[config.mk]
export PLATFORM = sky130hd
export DESIGN_NAME = mem_controller
export DESIGN_NICKNAME = d
export VERILOG_FILES = /design/src/rtl/cpu_pkg.sv /design/src/rtl/mem_wait_counter.sv /design/src/rtl/mem_controller.sv
export SDC_FILE = /design/constraint.sdc
export NUM_CORES = 1
export LEC_CHECK = 0
export CAP_MARGIN = 10
export CORE_MARGIN = 2
export CORE_UTILIZATION = 27
export CTS_BUF_LIST = sky130_fd_sc_hd__clkbuf_2 sky130_fd_sc_hd__clkbuf_4 sky130_fd_sc_hd__clkbuf_8
export CTS_CLUSTER_SIZE = 28
export DETAILED_ROUTE_END_ITERATION = 10
export SYNTH_ARGS = -nofsm -noshare
export SYNTH_HDL_FRONTEND = slang
export SYNTH_HIERARCHICAL = 1
export SYNTH_SLANG_ARGS = --single-unit
[constraint.sdc]
create_clock -name clk -period 2.35 [get_ports clk]
set_clock_uncertainty 0.15 [all_clocks]
set_input_delay 0.3525 -clock clk [delete_from_list [all_inputs] [get_ports clk]]
set_output_delay 0.3525 -clock clk [all_outputs]
set_load 0.005 [all_outputs]
[src/rtl/cpu_pkg.sv]
// Shared definitions for the core-side memory path: bus widths and the
// memory controller state encoding.
package cpu_pkg;

    localparam int CORE_ADDR_W = 24;
    localparam int CORE_DATA_W = 16;

    typedef enum logic [2:0] {
        MC_IDLE   = 3'd0,
        MC_SETUP  = 3'd1,
        MC_ACCESS = 3'd2,
        MC_DONE   = 3'd3,
        MC_ERR    = 3'd4
    } mc_state_e;

    // Chip enable is held low only while the SRAM cycle is open.
    function automatic logic mc_strobing(input mc_state_e s);
        return (s == MC_SETUP) || (s == MC_ACCESS);
    endfunction

endpackage

[src/rtl/mem_wait_counter.sv]
// Loadable 4-bit down-counter that times the SRAM access phase; it stops
// at zero and flags it.
module mem_wait_counter (
    input  logic       clk,
    input  logic       rst_n,
    input  logic       i_load,
    input  logic [3:0] i_load_val,
    input  logic       i_dec,
    output logic       o_zero
);

    logic [3:0] r_count;

    // NOTE: state registers use non-blocking assignments so every flop
    // samples pre-edge values, independent of block ordering.
    always_ff @(posedge clk or negedge rst_n) begin
        if (!rst_n) begin
            r_count <= 4'd0;
        end else if (i_load) begin
            r_count <= i_load_val;
        end else if (i_dec && (r_count != 4'd0)) begin
            r_count <= r_count - 4'd1;
        end
    end

    assign o_zero = (r_count == 4'd0);

endmodule

[src/rtl/mem_controller.sv]
// Core-to-async-SRAM bridge: single-word read/write with programmable wait
// states, registered glitch-free strobes and out-of-range address flagging.
module mem_controller
    import cpu_pkg::*;
#(
    parameter int ADDR_W      = 16,
    parameter int WAIT_STATES = 2
) (
    input  logic                   clk,
    input  logic                   rst_n,
    input  logic                   core_req,
    input  logic                   core_we,
    input  logic [CORE_ADDR_W-1:0] core_addr,
    input  logic [CORE_DATA_W-1:0] core_wdata,
    output logic [CORE_DATA_W-1:0] core_rdata,
    output logic                   core_ready,
    output logic                   core_err,
    output logic                   core_busy,
    output logic [ADDR_W-1:0]      sram_addr,
    output logic [CORE_DATA_W-1:0] sram_wdata,
    input  logic [CORE_DATA_W-1:0] sram_rdata,
    output logic                   sram_data_oe,
    output logic                   sram_ce_n,
    output logic                   sram_oe_n,
    output logic                   sram_we_n
);

    // Any bit set above the implemented SRAM width marks an illegal address.
    localparam logic [CORE_ADDR_W-1:0] HI_MASK =
        ~((CORE_ADDR_W'(1) << ADDR_W) - CORE_ADDR_W'(1));

    mc_state_e r_state, w_next_state;

    logic                   r_we;
    logic                   r_ce_n, r_oe_n, r_we_n, r_data_oe;
    logic                   r_ready, r_err, r_busy;
    logic [CORE_DATA_W-1:0] r_rdata, r_wdata;
    logic [ADDR_W-1:0]      r_sram_addr;

    logic w_accept, w_oor, w_we, w_cnt_zero, w_next_strobe, w_next_data;

    assign w_accept = (r_state == MC_IDLE) && core_req;
    assign w_oor    = |(core_addr & HI_MASK);
    // Outputs are registered from the next state, so in IDLE the direction
    // must come straight from the request being accepted.
    assign w_we     = (r_state == MC_IDLE) ? core_we : r_we;

    mem_wait_counter u_wait_cnt (
        .clk        (clk),
        .rst_n      (rst_n),
        .i_load     (r_state == MC_SETUP),
        .i_load_val (4'(WAIT_STATES)),
        .i_dec      (r_state == MC_ACCESS),
        .o_zero     (w_cnt_zero)
    );

    always_ff @(posedge clk or negedge rst_n) begin
        if (!rst_n) begin
            r_state <= MC_IDLE;
        end else begin
            r_state <= w_next_state;
        end
    end

    // NOTE: next state is given a default before the case so no path can
    // leave it unassigned and infer a latch.
    always_comb begin
        w_next_state = r_state;
        unique case (r_state)
            MC_IDLE:   if (core_req) w_next_state = w_oor ? MC_ERR : MC_SETUP;
            MC_SETUP:  w_next_state = MC_ACCESS;
            MC_ACCESS: if (w_cnt_zero) w_next_state = MC_DONE;
            MC_DONE:   w_next_state = MC_IDLE;
            MC_ERR:    w_next_state = MC_IDLE;
            default:   w_next_state = MC_IDLE;
        endcase
    end

    assign w_next_strobe = mc_strobing(w_next_state);
    assign w_next_data   = w_next_strobe || (w_next_state == MC_DONE);

    always_ff @(posedge clk or negedge rst_n) begin
        if (!rst_n) begin
            r_we        <= 1'b0;
            r_sram_addr <= '0;
            r_wdata     <= '0;
            r_rdata     <= '0;
            r_ce_n      <= 1'b1;
            r_oe_n      <= 1'b1;
            r_we_n      <= 1'b1;
            r_data_oe   <= 1'b0;
            r_ready     <= 1'b0;
            r_err       <= 1'b0;
            r_busy      <= 1'b0;
        end else begin
            if (w_accept) begin
                r_we <= core_we;
            end
            if (w_accept && !w_oor) begin
                r_sram_addr <= core_addr[ADDR_W-1:0];
                r_wdata     <= core_wdata;
            end
            if ((r_state == MC_ACCESS) && w_cnt_zero && !r_we) begin
                r_rdata <= sram_rdata;
            end
            r_ce_n    <= !w_next_strobe;
            r_oe_n    <= !(w_next_strobe && !w_we);
            // Write strobe opens one cycle after the address settles in SETUP.
            r_we_n    <= !((w_next_state == MC_ACCESS) && w_we);
            r_data_oe <= w_next_data && w_we;
            r_ready   <= (w_next_state == MC_DONE) || (w_next_state == MC_ERR);
            r_err     <= (w_next_state == MC_ERR);
            r_busy    <= (w_next_state != MC_IDLE);
        end
    end

    assign core_rdata   = r_rdata;
    assign core_ready   = r_ready;
    assign core_err     = r_err;
    assign core_busy    = r_busy;
    assign sram_addr    = r_sram_addr;
    assign sram_wdata   = r_wdata;
    assign sram_data_oe = r_data_oe;
    assign sram_ce_n    = r_ce_n;
    assign sram_oe_n    = r_oe_n;
    assign sram_we_n    = r_we_n;

endmodule

## After elaboration in Yosys (flattened, before gate mapping)

Index checks and enable logic that the tools add are counted.

- Reductions and logical operators: 23
- Equal/unequal tests: 6
- Add/subtract/negate cells: 1
- Muxes and demuxes: 7

Operator list:

| operator | number |
|---|---|
| equality test 3 x 2 -> 1 bit, second input constant | 3 |
| two-way mux 3 bit | 3 |
| one-hot mux 3 bit (3 select lines) | 1 |
| logical AND 1 bit | 8 |
| two-way mux 4 bit | 2 |
| OR reduction 8 bit | 1 |
| equality test 3 x 1 -> 1 bit, second input constant | 2 |
| logical NOT 1 bit | 6 |
| logical NOT 4 bit | 1 |
| nonzero test 4 bit | 1 |
| subtractor 4 x 1 -> 4 bit, second input constant | 1 |
| equality test 3 bit, second input constant | 1 |
| logical NOT 3 bit | 1 |
| logical OR 1 bit | 3 |
| nonzero test 3 bit | 1 |
| nonzero test 2 bit | 1 |
| two-way mux 1 bit | 1 |

- Register bits: 63
- Input port bits: 60
- Word-level logic and storage cells: 50
- Output and inout bits: 55

## Longest topological paths before layout

Gate-level depths: netlist of the first run.

- Depth in word-level cells: 8
- Gate-level depth with buffers: 7
- Mapped depth without buffers: 6

## Hierarchy

Netlist of the first run, hierarchy kept.

Modules (own cells, without submodules):

| module | cells each | times used | sequential area each (µm²) | area an instance (µm²) |
|---|---|---|---|---|
| mem_controller | 139 | 1 | 1,480.2 | 2,247.2 |
| mem_wait_counter | 27 | 1 | 100.1 | 270.3 |

## Least setup slack after synthesis of the first run

No wires, ideal clock.

- Path kind: flip-flop to flip-flop
- From: reg u_wait_cnt.r_count[0]
- To: reg r_rdata[0], in the netlist core_rdata[0]
- Data required time: 2,075 ps
- Slack: -2 ps
- Library setup time: 125 ps
- Arrival: 2,077 ps
- Stages on the path, launching flop included: 8
- Buffers on the path: 1
- Period minus slack after synthesis: 2,352 ps
- Cell sequence: dfrtp_1 inv_1 ha_1 nor3b_2 nand4bb_1 nor2_1 buf_2 mux2_2

- Longest elaborated chain between the ends: 3

RTL lines:

| element | line | source |
|---|---|---|
| start, declared | mem_wait_counter.sv:12 | `logic [3:0] r_count;` |
| start signal, assigned | mem_wait_counter.sv:20 | `r_count <= i_load_val;` |
| start signal, assigned | mem_wait_counter.sv:22 | `r_count <= r_count - 4'd1;` |
| logical NOT 4 bit | mem_wait_counter.sv:26 | `assign o_zero = (r_count == 4'd0);` |
| net w_cnt_zero | mem_controller.sv:40 | `logic w_accept, w_oor, w_we, w_cnt_zero, w_next_strobe, w_next_data;` |
| logical AND 1 bit (2 in a row) | mem_controller.sv:103 | `if ((r_state == MC_ACCESS) && w_cnt_zero && !r_we) begin` |
| end signal, assigned | mem_controller.sv:104 | `r_rdata <= sram_rdata;` |
| end, declared | mem_controller.sv:37 | `logic [CORE_DATA_W-1:0] r_rdata, r_wdata;` |

The timed path passes the listed nets, and every way through them passes these cells.
A chain may end at the register's enable or synchronous reset.

## Final worst setup path of the first run

- From: reg u_wait_cnt.r_count[0]
- To: reg r_rdata[10], in the netlist core_rdata[10]

The elaborated chain is that of the path after synthesis.

==> flow_summary.json, run 1 <==
{
  "outcome": "finished, final reports clean",
  "drv_cap": 0,
  "grt_pass1_wl_um": 8870,
  "totalWireLength_um": 5670,
  "seq_area_frac_synth": 0.628,
  "regToRegSetupSlack_ns": 0.17,
  "totalPowerFinal_mw": 2.92,
  "insertion_delay_ns": 0.33,
  "antenna_found_initial": 0,
  "firstDrtPassIters": 4,
  "ys.warnings.count": 6,
  "worst-r2r-cell-count": 7,
  "setup.worst_path.end": "core_rdata[10]$_DFFE_PN0P_",
  "rsz0062_at_grt": "no",
  "worst_path_largest_cell_delay_ns": 0.42,
  "core-area_um2": 9150,
  "crit_path_top_delay_cell": "sky130_fd_sc_hd__dfrtp_1",
  "gr_util_met2": 0.181,
  "r2r_end": "core_rdata[10]$_DFFE_PN0P_",
  "postRouteAntennaNets": 0,
  "route.vias.total": 1803,
  "drt_first_iter_violations": 47,
  "leakagePower_nw": 1.83,
  "min_period_over_period": 0.928,
  "die-height_um": 101,
  "report.final.hold_viol_count": 0,
  "worst_setup_hold_path_clk_slew_ns": 0.07,
  "initial_utilization": 0.275,
  "nNetsFinal": 356,
  "grt.busiest_layer": "met2",
  "die_area_um2": 10100,
  "instance_area_at_placement_um2": 3840,
  "buffer_ports.inserted": 114,
  "layout_commonest_cell": "sky130_fd_sc_hd__clkdlybuf4s50_1",
  "chipWidth_um": 101,
  "clock_tree_from_tritoncts": "yes",
  "postSynthRegisterBits": 63,
  "synth_cells": 166,
  "layout-area-overhead-vs-synth_pct": 62.0,
  "global_route.usage.met3": 0.0340,
  "globalRouteTotalUtil": 0.115,
  "timing.hold.ws_ns": 0.345,
  "vdd.ir_drop.worst_uv": 291,
  "cp_cell_sequence": "inv_1 -> ha_1 -> nor3b_2 -> nand4bb_1 -> nor2_2 -> buf_12 -> mux2_2",
  "cts_sinks": 63,
  "crit_type": "flop to flop",
  "wire_per_inst_um": 13.8,
  "io_pins": 115,
  "yosysUniqueCellTypes": 32,
  "layout_common_cells": "113 x sky130_fd_sc_hd__clkdlybuf4s50_1, 60 x sky130_fd_sc_hd__dfrtp_1, 46 x sky130_fd_sc_hd__mux2_2",
  "post_placement_setup_slack_ns": -0.155,
  "grt.overflow.total": 0,
  "grt_start_max_net_pins": 44,
  "cts-htree-levels": 3,
  "post_cts_resize_count": 0,
  "hpwl_um": 4170,
  "worstSetupStartpoint": "u_wait_cnt/r_count[0]$_DFFE_PN0P_",
  "rows": 35,
  "groute.layer.met1.usage": 0.144,
  "crit-reg2reg-launch": "u_wait_cnt/r_count[0]$_DFFE_PN0P_",
  "critical_path.startpoint_type": "flop",
  "final_max_slew_viol_count": 0,
  "vias_in_the_first_global_route": 1877,
  "timing.critical_path.fanout_max": 16,
  "gpl.final_weighted_congestion": 0.739,
  "insertedDiodeCount": 0,
  "setup_ws_ns": 0.170,
  "ctsRootBufferMaster": "sky130_fd_sc_hd__clkbuf_8",
  "drt-vias-per-instance": 4.39,
  "max_freq_mhz": 459,
  "fillers": 872,
  "cp.required_ns": 2.41,
  "setup_viol_count_final": 0,
  "post-route-drc-count": 0,
  "final.min_clock_period_ns": 2.18,
  "syn-mean-instance-area_um2": 15.2,
  "netlist_area_um2": 2520,
  "drive_gt1_frac": 0.263,
  "crit_path_capture_type": "flop",
  "critical_path_arrival_ns": 2.24,
  "p_per_area_nw_per_um2": 717,
  "ctsLongestPathBuffers": 2,
  "clock_buffer_count_from_cts": 9,
  "post-route-cell-area_um2": 4080,
  "hp-class": "flop to flop"
}
## power breakdown
part | switching, mW | internal, mW | leakage (nW)
combinational | 0.167 | 0.384 | 0.867
clock | 0.436 | 0.631 | 0.113
sequential | 0.0865 | 1.22 | 0.847
total | 0.690 | 2.23 | 1.83
## kinds of logic (layout without fill, tap and decap cells)
logic type               Yosys count  count (layout)  share of synthesized area
flip-flops                        63              63                      0.628
multiplexers                      50              50                      0.223
AND/OR/NAND/NOR                   28              28                     0.0795
AO/OA/AOI/OAI                     11              11                     0.0303
buffers and inverters             10             142                     0.0278
other                              2               4                    0.00298
adder cells (fa/ha/maj)            1               1                    0.00497
XOR/XNOR                           1               1                    0.00348
## worst min path at each step
stage                                   from                   endpoint  slack (ns)  depth (start not counted)
floorplan                              rst_n        core_busy$_DFF_PN0_       -0.09                          0
global placement                       rst_n  core_rdata[3]$_DFFE_PN0P_        0.20                          1
detailed placement                     rst_n  core_rdata[3]$_DFFE_PN0P_        0.21                          1
CTS                 sram_addr[2]$_DFFE_PN0P_   sram_addr[2]$_DFFE_PN0P_        0.35                          1
global route        sram_addr[2]$_DFFE_PN0P_   sram_addr[2]$_DFFE_PN0P_        0.36                          1
finish              sram_addr[2]$_DFFE_PN0P_   sram_addr[2]$_DFFE_PN0P_        0.34                          1
## worst max-delay path: cells and delay by family, from the launching register on
kind | cells | cell delay, ns
buf+inv | 2 | 0.25
flops | 1 | 0.42
mux | 1 | 0.34
fa+ha+maj | 1 | 0.19
simple gates | 3 | 0.69
## what timing repair did
action,in CTS,in global routing
setup endpoints to repair,0,0
endpoints found under the hold margin,20,0
setup buffers,0,0
hold buffers,1,0
## metrics by stage
step	setup TNS, ns	cells	utilization
after floorplan	0	168	-
after global placement	-4.91	394	0.419
after detailed placement	-4.67	394	0.419
after CTS	0	411	0.446
after global routing	0	411	0.446
final	0	411	0.446
## cells in the mapped netlist
master	instances	area share
sky130_fd_sc_hd__dfrtp_1	60	0.60
sky130_fd_sc_hd__mux2_2	46	0.21
sky130_fd_sc_hd__nand2_1	5	0.0075
sky130_fd_sc_hd__buf_6	4	0.018
sky130_fd_sc_hd__inv_1	4	0.0060
sky130_fd_sc_hd__nor2_1	4	0.0060
sky130_fd_sc_hd__o21ai_0	4	0.0080
sky130_fd_sc_hd__dfstp_2	3	0.031
sky130_fd_sc_hd__mux2_1	3	0.013
sky130_fd_sc_hd__nor3_1	3	0.0060
sky130_fd_sc_hd__nor3b_1	3	0.0089
sky130_fd_sc_hd__or4_1	3	0.0089
sky130_fd_sc_hd__a21oi_1	2	0.0040
sky130_fd_sc_hd__buf_2	2	0.0040
sky130_fd_sc_hd__conb_1	2	0.0030
sky130_fd_sc_hd__nand4bb_1	2	0.0089
sky130_fd_sc_hd__a221o_1	1	0.0040
sky130_fd_sc_hd__and4b_1	1	0.0040
sky130_fd_sc_hd__ha_1	1	0.0050
sky130_fd_sc_hd__mux2i_1	1	0.0040
sky130_fd_sc_hd__nor3_4	1	0.0065
sky130_fd_sc_hd__nor3b_2	1	0.0050
sky130_fd_sc_hd__nor4b_2	1	0.0060
sky130_fd_sc_hd__o211ai_1	1	0.0030
sky130_fd_sc_hd__o211ai_2	1	0.0050
sky130_fd_sc_hd__o21a_1	1	0.0030
sky130_fd_sc_hd__o31a_1	1	0.0035
sky130_fd_sc_hd__or2_2	1	0.0025
sky130_fd_sc_hd__or2b_1	1	0.0030
sky130_fd_sc_hd__or3_1	1	0.0025
sky130_fd_sc_hd__or4b_1	1	0.0040
sky130_fd_sc_hd__xnor2_1	1	0.0035
## registers in the layout, indices dropped and copies added (netlist names), 3 cells and up
register,flops
u_wait_cnt/r_count,4
sram_addr,16
sram_wdata,16
core_rdata,16
r_state,3
## metal layers
metal / up-vias / part of all wire
met5: - / 0
met4: 0 / 0.0085
met3: 6 / 0.066
met2: 72 / 0.49
met1: 873 / 0.44
li1: 852 / -
## area by class of cell
type	instances	area, um^2	area share
flip-flops and latches	63	1580	0.387
clock inverters	6	93.8	0.0230
repair buffers	122	1240	0.303
multi-input cells	95	877	0.215
well taps	111	139	0.0340
clock buffers	10	138	0.0337
inverters	4	15.0	0.00368
No activity file was read; power rests on OpenSTA's default activity.
==> run 2: changes to the inputs <==
--- a/config.mk
+++ b/config.mk
@@ -11,6 +11,7 @@
 export CTS_BUF_LIST = sky130_fd_sc_hd__clkbuf_2 sky130_fd_sc_hd__clkbuf_4 sky130_fd_sc_hd__clkbuf_8
 export CTS_CLUSTER_SIZE = 28
 export DETAILED_ROUTE_END_ITERATION = 10
+export RECOVER_POWER = 25
 export SYNTH_ARGS = -nofsm -noshare
 export SYNTH_HDL_FRONTEND = slang
 export SYNTH_HIERARCHICAL = 1
==> run 2 against run 1 <==
  * Combinational power about the same
  * Sequential share of layout area about the same
  * First-iteration DRC count unchanged
  * Non-clock buffer count unchanged
  * Final cell count unchanged
  * Hold slack unchanged
  * Flip-flop and latch count unchanged
  * Total power about the same
  * Via count up 0.17%
  * Critical path type unchanged
  * Largest power group unchanged
  * Highest routed layer unchanged
==> flow_summary.json, run 2 (synthesis results as in run 1) <==
{
  "outcome": "finished, final reports clean",
  "firstDrtPassIters": 4,
  "post-route-drc-count": 0,
  "rsz0062_at_grt": "no",
  "ctsLongestPathBuffers": 2,
  "grt.overflow.total": 0,
  "antenna_found_initial": 0,
  "crit_path_top_delay_cell": "sky130_fd_sc_hd__dfrtp_1",
  "grt_start_max_net_pins": 44,
  "vias_in_the_first_global_route": 1877,
  "route.vias.total": 1806,
  "worst_setup_hold_path_clk_slew_ns": 0.07,
  "setup_ws_ns": 0.169,
  "final_max_slew_viol_count": 0,
  "clock_power_frac": 0.365,
  "drt-vias-per-instance": 4.39,
  "p_comb_frac": 0.189,
  "nNetsFinal": 356,
  "cts_sinks": 63,
  "hpwl_um": 4170,
  "report.final.hold_viol_count": 0,
  "rows": 35,
  "p_seq_frac": 0.447,
  "drive_gt1_frac": 0.260,
  "final.min_clock_period_ns": 2.18,
  "cp.required_ns": 2.41,
  "critical_path.startpoint_type": "flop",
  "chipWidth_um": 101,
  "ctsRootBufferMaster": "sky130_fd_sc_hd__clkbuf_8",
  "vdd.ir_drop.worst_uv": 291,
  "switching_share": 0.236,
  "cp_cell_sequence": "inv_1 -> ha_1 -> nor3b_2 -> nand4bb_1 -> nor2_2 -> buf_12 -> mux2_2",
  "crit_path_capture_type": "flop",
  "clock_buffer_count_from_cts": 9,
  "gpl.final_weighted_congestion": 0.739,
  "crit_type": "flop to flop",
  "layout_common_cells": "113 x sky130_fd_sc_hd__clkdlybuf4s50_1, 60 x sky130_fd_sc_hd__dfrtp_1, 46 x sky130_fd_sc_hd__mux2_2",
  "netsw_mw": 0.690,
  "totalWireLength_um": 5670,
  "timing.critical_path.fanout_max": 16,
  "insertedDiodeCount": 0,
  "max_freq_mhz": 459,
  "postRouteAntennaNets": 0,
  "initial_utilization": 0.275,
  "insertion_delay_ns": 0.33,
  "layout-area-overhead-vs-synth_pct": 62.0,
  "drv_cap": 0,
  "drt_first_iter_violations": 47,
  "grt_pass1_wl_um": 8870,
  "hp-class": "flop to flop",
  "leakagePower_nw": 1.82,
  "die_area_um2": 10100,
  "post_placement_setup_slack_ns": -0.155,
  "core-area_um2": 9150,
  "io_pins": 115,
  "p_int_mw": 2.23,
  "min_period_over_period": 0.928,
  "die-height_um": 101,
  "clock_tree_from_tritoncts": "yes",
  "layout_commonest_cell": "sky130_fd_sc_hd__clkdlybuf4s50_1",
  "wire_per_inst_um": 13.8,
  "critical_path_arrival_ns": 2.24,
  "globalRouteTotalUtil": 0.115,
  "setup_viol_count_final": 0,
  "worst_path_largest_cell_delay_ns": 0.42,
  "final.setup.tns_ns": 0,
  "p_per_area_nw_per_um2": 717,
  "buffer_ports.inserted": 114,
  "max_slew.worst_pin.slew_ns": 1.20,
  "cts-htree-levels": 3,
  "totalPowerFinal_mw": 2.92,
  "slew-limit-headroom": 0.199
}
==> run 2: critical path, delay by kind of cell (launching register included) <==
kind                     cells  cell delay (ns)
flip-flops                   1             0.42
adder cells (fa/ha/maj)      1             0.19
AND/OR/NAND/NOR              3             0.69
buffers and inverters        2             0.25
multiplexers                 1             0.34
==> run 2: layout make-up <==
type                    count  area [um^2]
flip-flops and latches     63         1580
fillers                   872         5070
clock inverters             6         93.8
multi-input cells          95          877
well taps                 111          139
inverters                   4         15.0
repair buffers            122         1230
clock buffers              10          138
==> run 2: final timing paths <==
check / from / endpoint / slack, ns / depth (start not counted)
worst max-delay path: u_wait_cnt/r_count[0]$_DFFE_PN0P_ / core_rdata[10]$_DFFE_PN0P_ / 0.17 / 7
worst min-delay path: sram_addr[2]$_DFFE_PN0P_ / sram_addr[2]$_DFFE_PN0P_ / 0.34 / 1
worst max register to register: u_wait_cnt/r_count[0]$_DFFE_PN0P_ / core_rdata[10]$_DFFE_PN0P_ / 0.17 / 7
worst min register to register: sram_addr[2]$_DFFE_PN0P_ / sram_addr[2]$_DFFE_PN0P_ / 0.34 / 1
max in group asynchronous: rst_n / sram_we_n$_DFF_PN1_ / 0.55 / 3
min in group asynchronous: rst_n / core_rdata[3]$_DFFE_PN0P_ / 0.64 / 2
==> run 2: power groups by stage <==
stage | combinational (mW) | sequential [mW] | clock (mW)
after floorplan | 0.190 | 1.33 | 0
after global placement | 0.544 | 1.32 | 0
after detailed placement | 0.561 | 1.33 | 0
after CTS | 0.564 | 1.31 | 1.11
after global routing | 0.606 | 1.32 | 1.16
final | 0.551 | 1.31 | 1.07
==> run 2: per-layer routing <==
layer,GRT usage,up-vias,part of all wire,routed length [um]
met1,0.144,874,0.43,2450
met4,0.0537,0,0.0085,48
met5,0,-,0,0
li1,-,851,-,-
met2,0.181,75,0.49,2780
met3,0.0340,6,0.068,385
==> run 2: what timing repair did <==
item / 4_1_cts / 5_1_grt
setup buffers: 0 / 0
hold buffers: 1 / 0
hold endpoints to repair: 20 / 0
gates resized for setup: 0 / 0
==> run 2: through the flow <==
| stage | instance area, um^2 | util | hold WS, ns | cells |
|---|---|---|---|---|
| 4_1_cts | 4080 | 0.446 | 0.349 | 411 |
| 2_1_floorplan | 2530 | - | -0.0931 | 168 |
| 5_1_grt | 4080 | 0.446 | 0.365 | 411 |
| 6_report | 4080 | 0.446 | 0.345 | 411 |
| 3_3_place_gp | 3840 | 0.419 | 0.199 | 394 |
| 3_5_place_dp | 3840 | 0.419 | 0.207 | 394 |
==> run 3: changes to the inputs <==
--- a/config.mk
+++ b/config.mk
@@ -9,9 +9,11 @@
 export CORE_MARGIN = 2
 export CORE_UTILIZATION = 27
 export CTS_BUF_LIST = sky130_fd_sc_hd__clkbuf_2 sky130_fd_sc_hd__clkbuf_4 sky130_fd_sc_hd__clkbuf_8
+export CTS_CLUSTER_DIAMETER = 40
 export CTS_CLUSTER_SIZE = 28
 export DETAILED_ROUTE_END_ITERATION = 10
 export RECOVER_POWER = 25
+export SETUP_SLACK_MARGIN = 0.5
 export SYNTH_ARGS = -nofsm -noshare
 export SYNTH_HDL_FRONTEND = slang
 export SYNTH_HIERARCHICAL = 1
==> run 3 against run 2 <==
  * Flip-flop and latch count did not move
  * Global-route usage grew 1.2 points
  * Via count increased by 5.1%
  * Cell area increased by 11%
  * Sequential share of layout area decreased by 3.8 points
  * Count of clock-buffer cells in the layout is 1 higher
  * Final cell count grew 5.4%
  * First-iteration DRC count fell by 45%
  * Total power up 1.4%
  * Hold slack better by 0.012 ns
  * Core utilization up 4.8 points
  * Highest routed layer unchanged
==> flow_summary.json, run 3 (synthesis results as in run 1) <==
{
  "cts-htree-levels": 3,
  "clock_buffer_count_from_cts": 9,
  "max_slew.worst_pin.slew_ns": 0.864,
  "layout_common_cells": "107 x sky130_fd_sc_hd__clkdlybuf4s50_1, 60 x sky130_fd_sc_hd__dfrtp_1, 48 x sky130_fd_sc_hd__mux2_4",
  "antenna_found_initial": 0,
  "crit_path_top_delay_cell": "sky130_fd_sc_hd__or4b_4",
  "critical_path_arrival_ns": 2.13,
  "clock_tree_from_tritoncts": "yes",
  "cts_sinks": 63,
  "wire_per_inst_um": 14.9,
  "crit_type": "flop to flop",
  "worst_path_largest_cell_delay_ns": 0.58,
  "hpwl_um": 4020,
  "drt_first_iter_violations": 26,
  "chipWidth_um": 101,
  "firstDrtPassIters": 4,
  "post-route-cell-area_um2": 4520,
  "max_freq_mhz": 488,
  "grt.overflow.total": 0,
  "outcome": "finished, final reports clean",
  "cp_cell_sequence": "or4b_4 -> nor3_4 -> buf_6 -> clkbuf_16 -> mux2_4",
  "groute.layer.met1.usage": 0.158,
  "rows": 35,
  "globalRouteTotalUtil": 0.127,
  "setup_ws_ns": 0.301,
  "vdd.ir_drop.worst_uv": 279,
  "insertion_delay_ns": 0.33,
  "p_per_area_nw_per_um2": 656,
  "vias_in_the_first_global_route": 2046,
  "global_route.usage.met3": 0.0437,
  "drv_cap": 0,
  "insertedDiodeCount": 0,
  "io_pins": 115,
  "route.vias.total": 1899,
  "drt-vias-per-instance": 4.39,
  "final_max_slew_viol_count": 0,
  "post-route-drc-count": 0,
  "grt.busiest_layer": "met2",
  "gpl.final_weighted_congestion": 0.744,
  "regArea_um2": 1580,
  "final.min_clock_period_ns": 2.05,
  "die-height_um": 101,
  "buffer_ports.inserted": 114,
  "final.setup.tns_ns": 0,
  "cp.required_ns": 2.43,
  "core-area_um2": 9150,
  "hp-class": "flop to flop",
  "nNetsFinal": 378,
  "post_placement_setup_slack_ns": -0.138,
  "min_period_over_period": 0.872,
  "critical_path.startpoint_type": "flop",
  "grt_pass1_wl_um": 9810,
  "totalWireLength_um": 6440,
  "die_area_um2": 10100,
  "finish.cell_count_without_fillers": 433,
  "timing.critical_path.fanout_max": 6,
  "layout-area-overhead-vs-synth_pct": 79.6,
  "layout_commonest_cell": "sky130_fd_sc_hd__clkdlybuf4s50_1",
  "postRouteAntennaNets": 0,
  "slew-limit-headroom": 0.424,
  "fillers": 829,
  "crit_path_capture_type": "flop",
  "rsz0062_at_grt": "yes",
  "leakagePower_nw": 2.01,
  "setup_viol_count_final": 0,
  "worst_setup_hold_path_clk_slew_ns": 0.08,
  "multi_input_area_um2": 1100,
  "dpl.cell_count": 396,
  "ctsRootBufferMaster": "sky130_fd_sc_hd__clkbuf_8",
  "drive_gt1_frac": 0.345,
  "grt_start_max_net_pins": 64,
  "critical_path_buf_inv_count": 2,
  "ctsLongestPathBuffers": 2,
  "path_delay_family": "simple AND/OR/NAND/NOR gates",
  "report.final.hold_viol_count": 0,
  "instance_area_at_placement_um2": 3920,
  "initial_utilization": 0.275,
  "gr_util_met2": 0.196
}
[run 3: stage by stage]
| stage | utilization | power (mW) | hold slack [ns] |
|---|---|---|---|
| finish | 0.494 | 2.97 | 0.357 |
| global route | 0.494 | 3.14 | 0.374 |
| CTS | 0.475 | 2.97 | 0.339 |
| detailed placement | 0.428 | 1.93 | 0.248 |
| global placement | 0.428 | 1.92 | 0.245 |
| floorplan | - | 1.56 | -0.0931 |
[run 3: area by class of cell]
| type | count | area share |
|---|---|---|
| Tap cell | 111 | 0.0307 |
| Clock buffer | 11 | 0.0307 |
| Sequential cell | 63 | 0.350 |
| Multi-Input combinational cell | 95 | 0.244 |
| Timing Repair Buffer | 144 | 0.329 |
| Inverter | 4 | 0.00332 |
| Clock inverter | 5 | 0.0130 |
[run 3: final timing paths]
| kind | startpoint | end | cells past startpoint | slack (ns) |
|---|---|---|---|---|
| setup / recovery | r_state[1]$_DFF_PN0_ | sram_addr[8]$_DFFE_PN0P_ | 5 | 0.30 |
| hold / removal | core_rdata[12]$_DFFE_PN0P_ | core_rdata[12]$_DFFE_PN0P_ | 1 | 0.36 |
| setup reg to reg | r_state[1]$_DFF_PN0_ | sram_addr[8]$_DFFE_PN0P_ | 5 | 0.30 |
| hold reg to reg | core_rdata[12]$_DFFE_PN0P_ | core_rdata[12]$_DFFE_PN0P_ | 1 | 0.36 |
| max in group asynchronous | rst_n | sram_addr[3]$_DFFE_PN0P_ | 3 | 0.86 |
| min in group asynchronous | rst_n | sram_wdata[4]$_DFFE_PN0P_ | 3 | 0.63 |
[run 3: where the power goes]
part / leakage, nW / switching, mW / internal [mW] / total, mW
Sequential: 0.847 / 0.0906 / 1.22 / 1.31
Combinational: 1.07 / 0.200 / 0.507 / 0.708
Clock: 0.0968 / 0.432 / 0.516 / 0.948
Total: 2.01 / 0.723 / 2.24 / 2.97
[run 3: what timing repair did]
item                       4_1_cts  5_1_grt
setup endpoints to repair       54       56
gates resized for setup         25       31
hold endpoints to repair        60        0
setup buffers                   13        3
pin swaps                        4        6
hold buffers                     1        0
gates cloned                     2        2
[run 3: per-layer routing]
metal	share of wire	wire (um)
met5	0	0
met2	0.49	3120
met1	0.43	2780
met4	0.012	76
met3	0.072	462
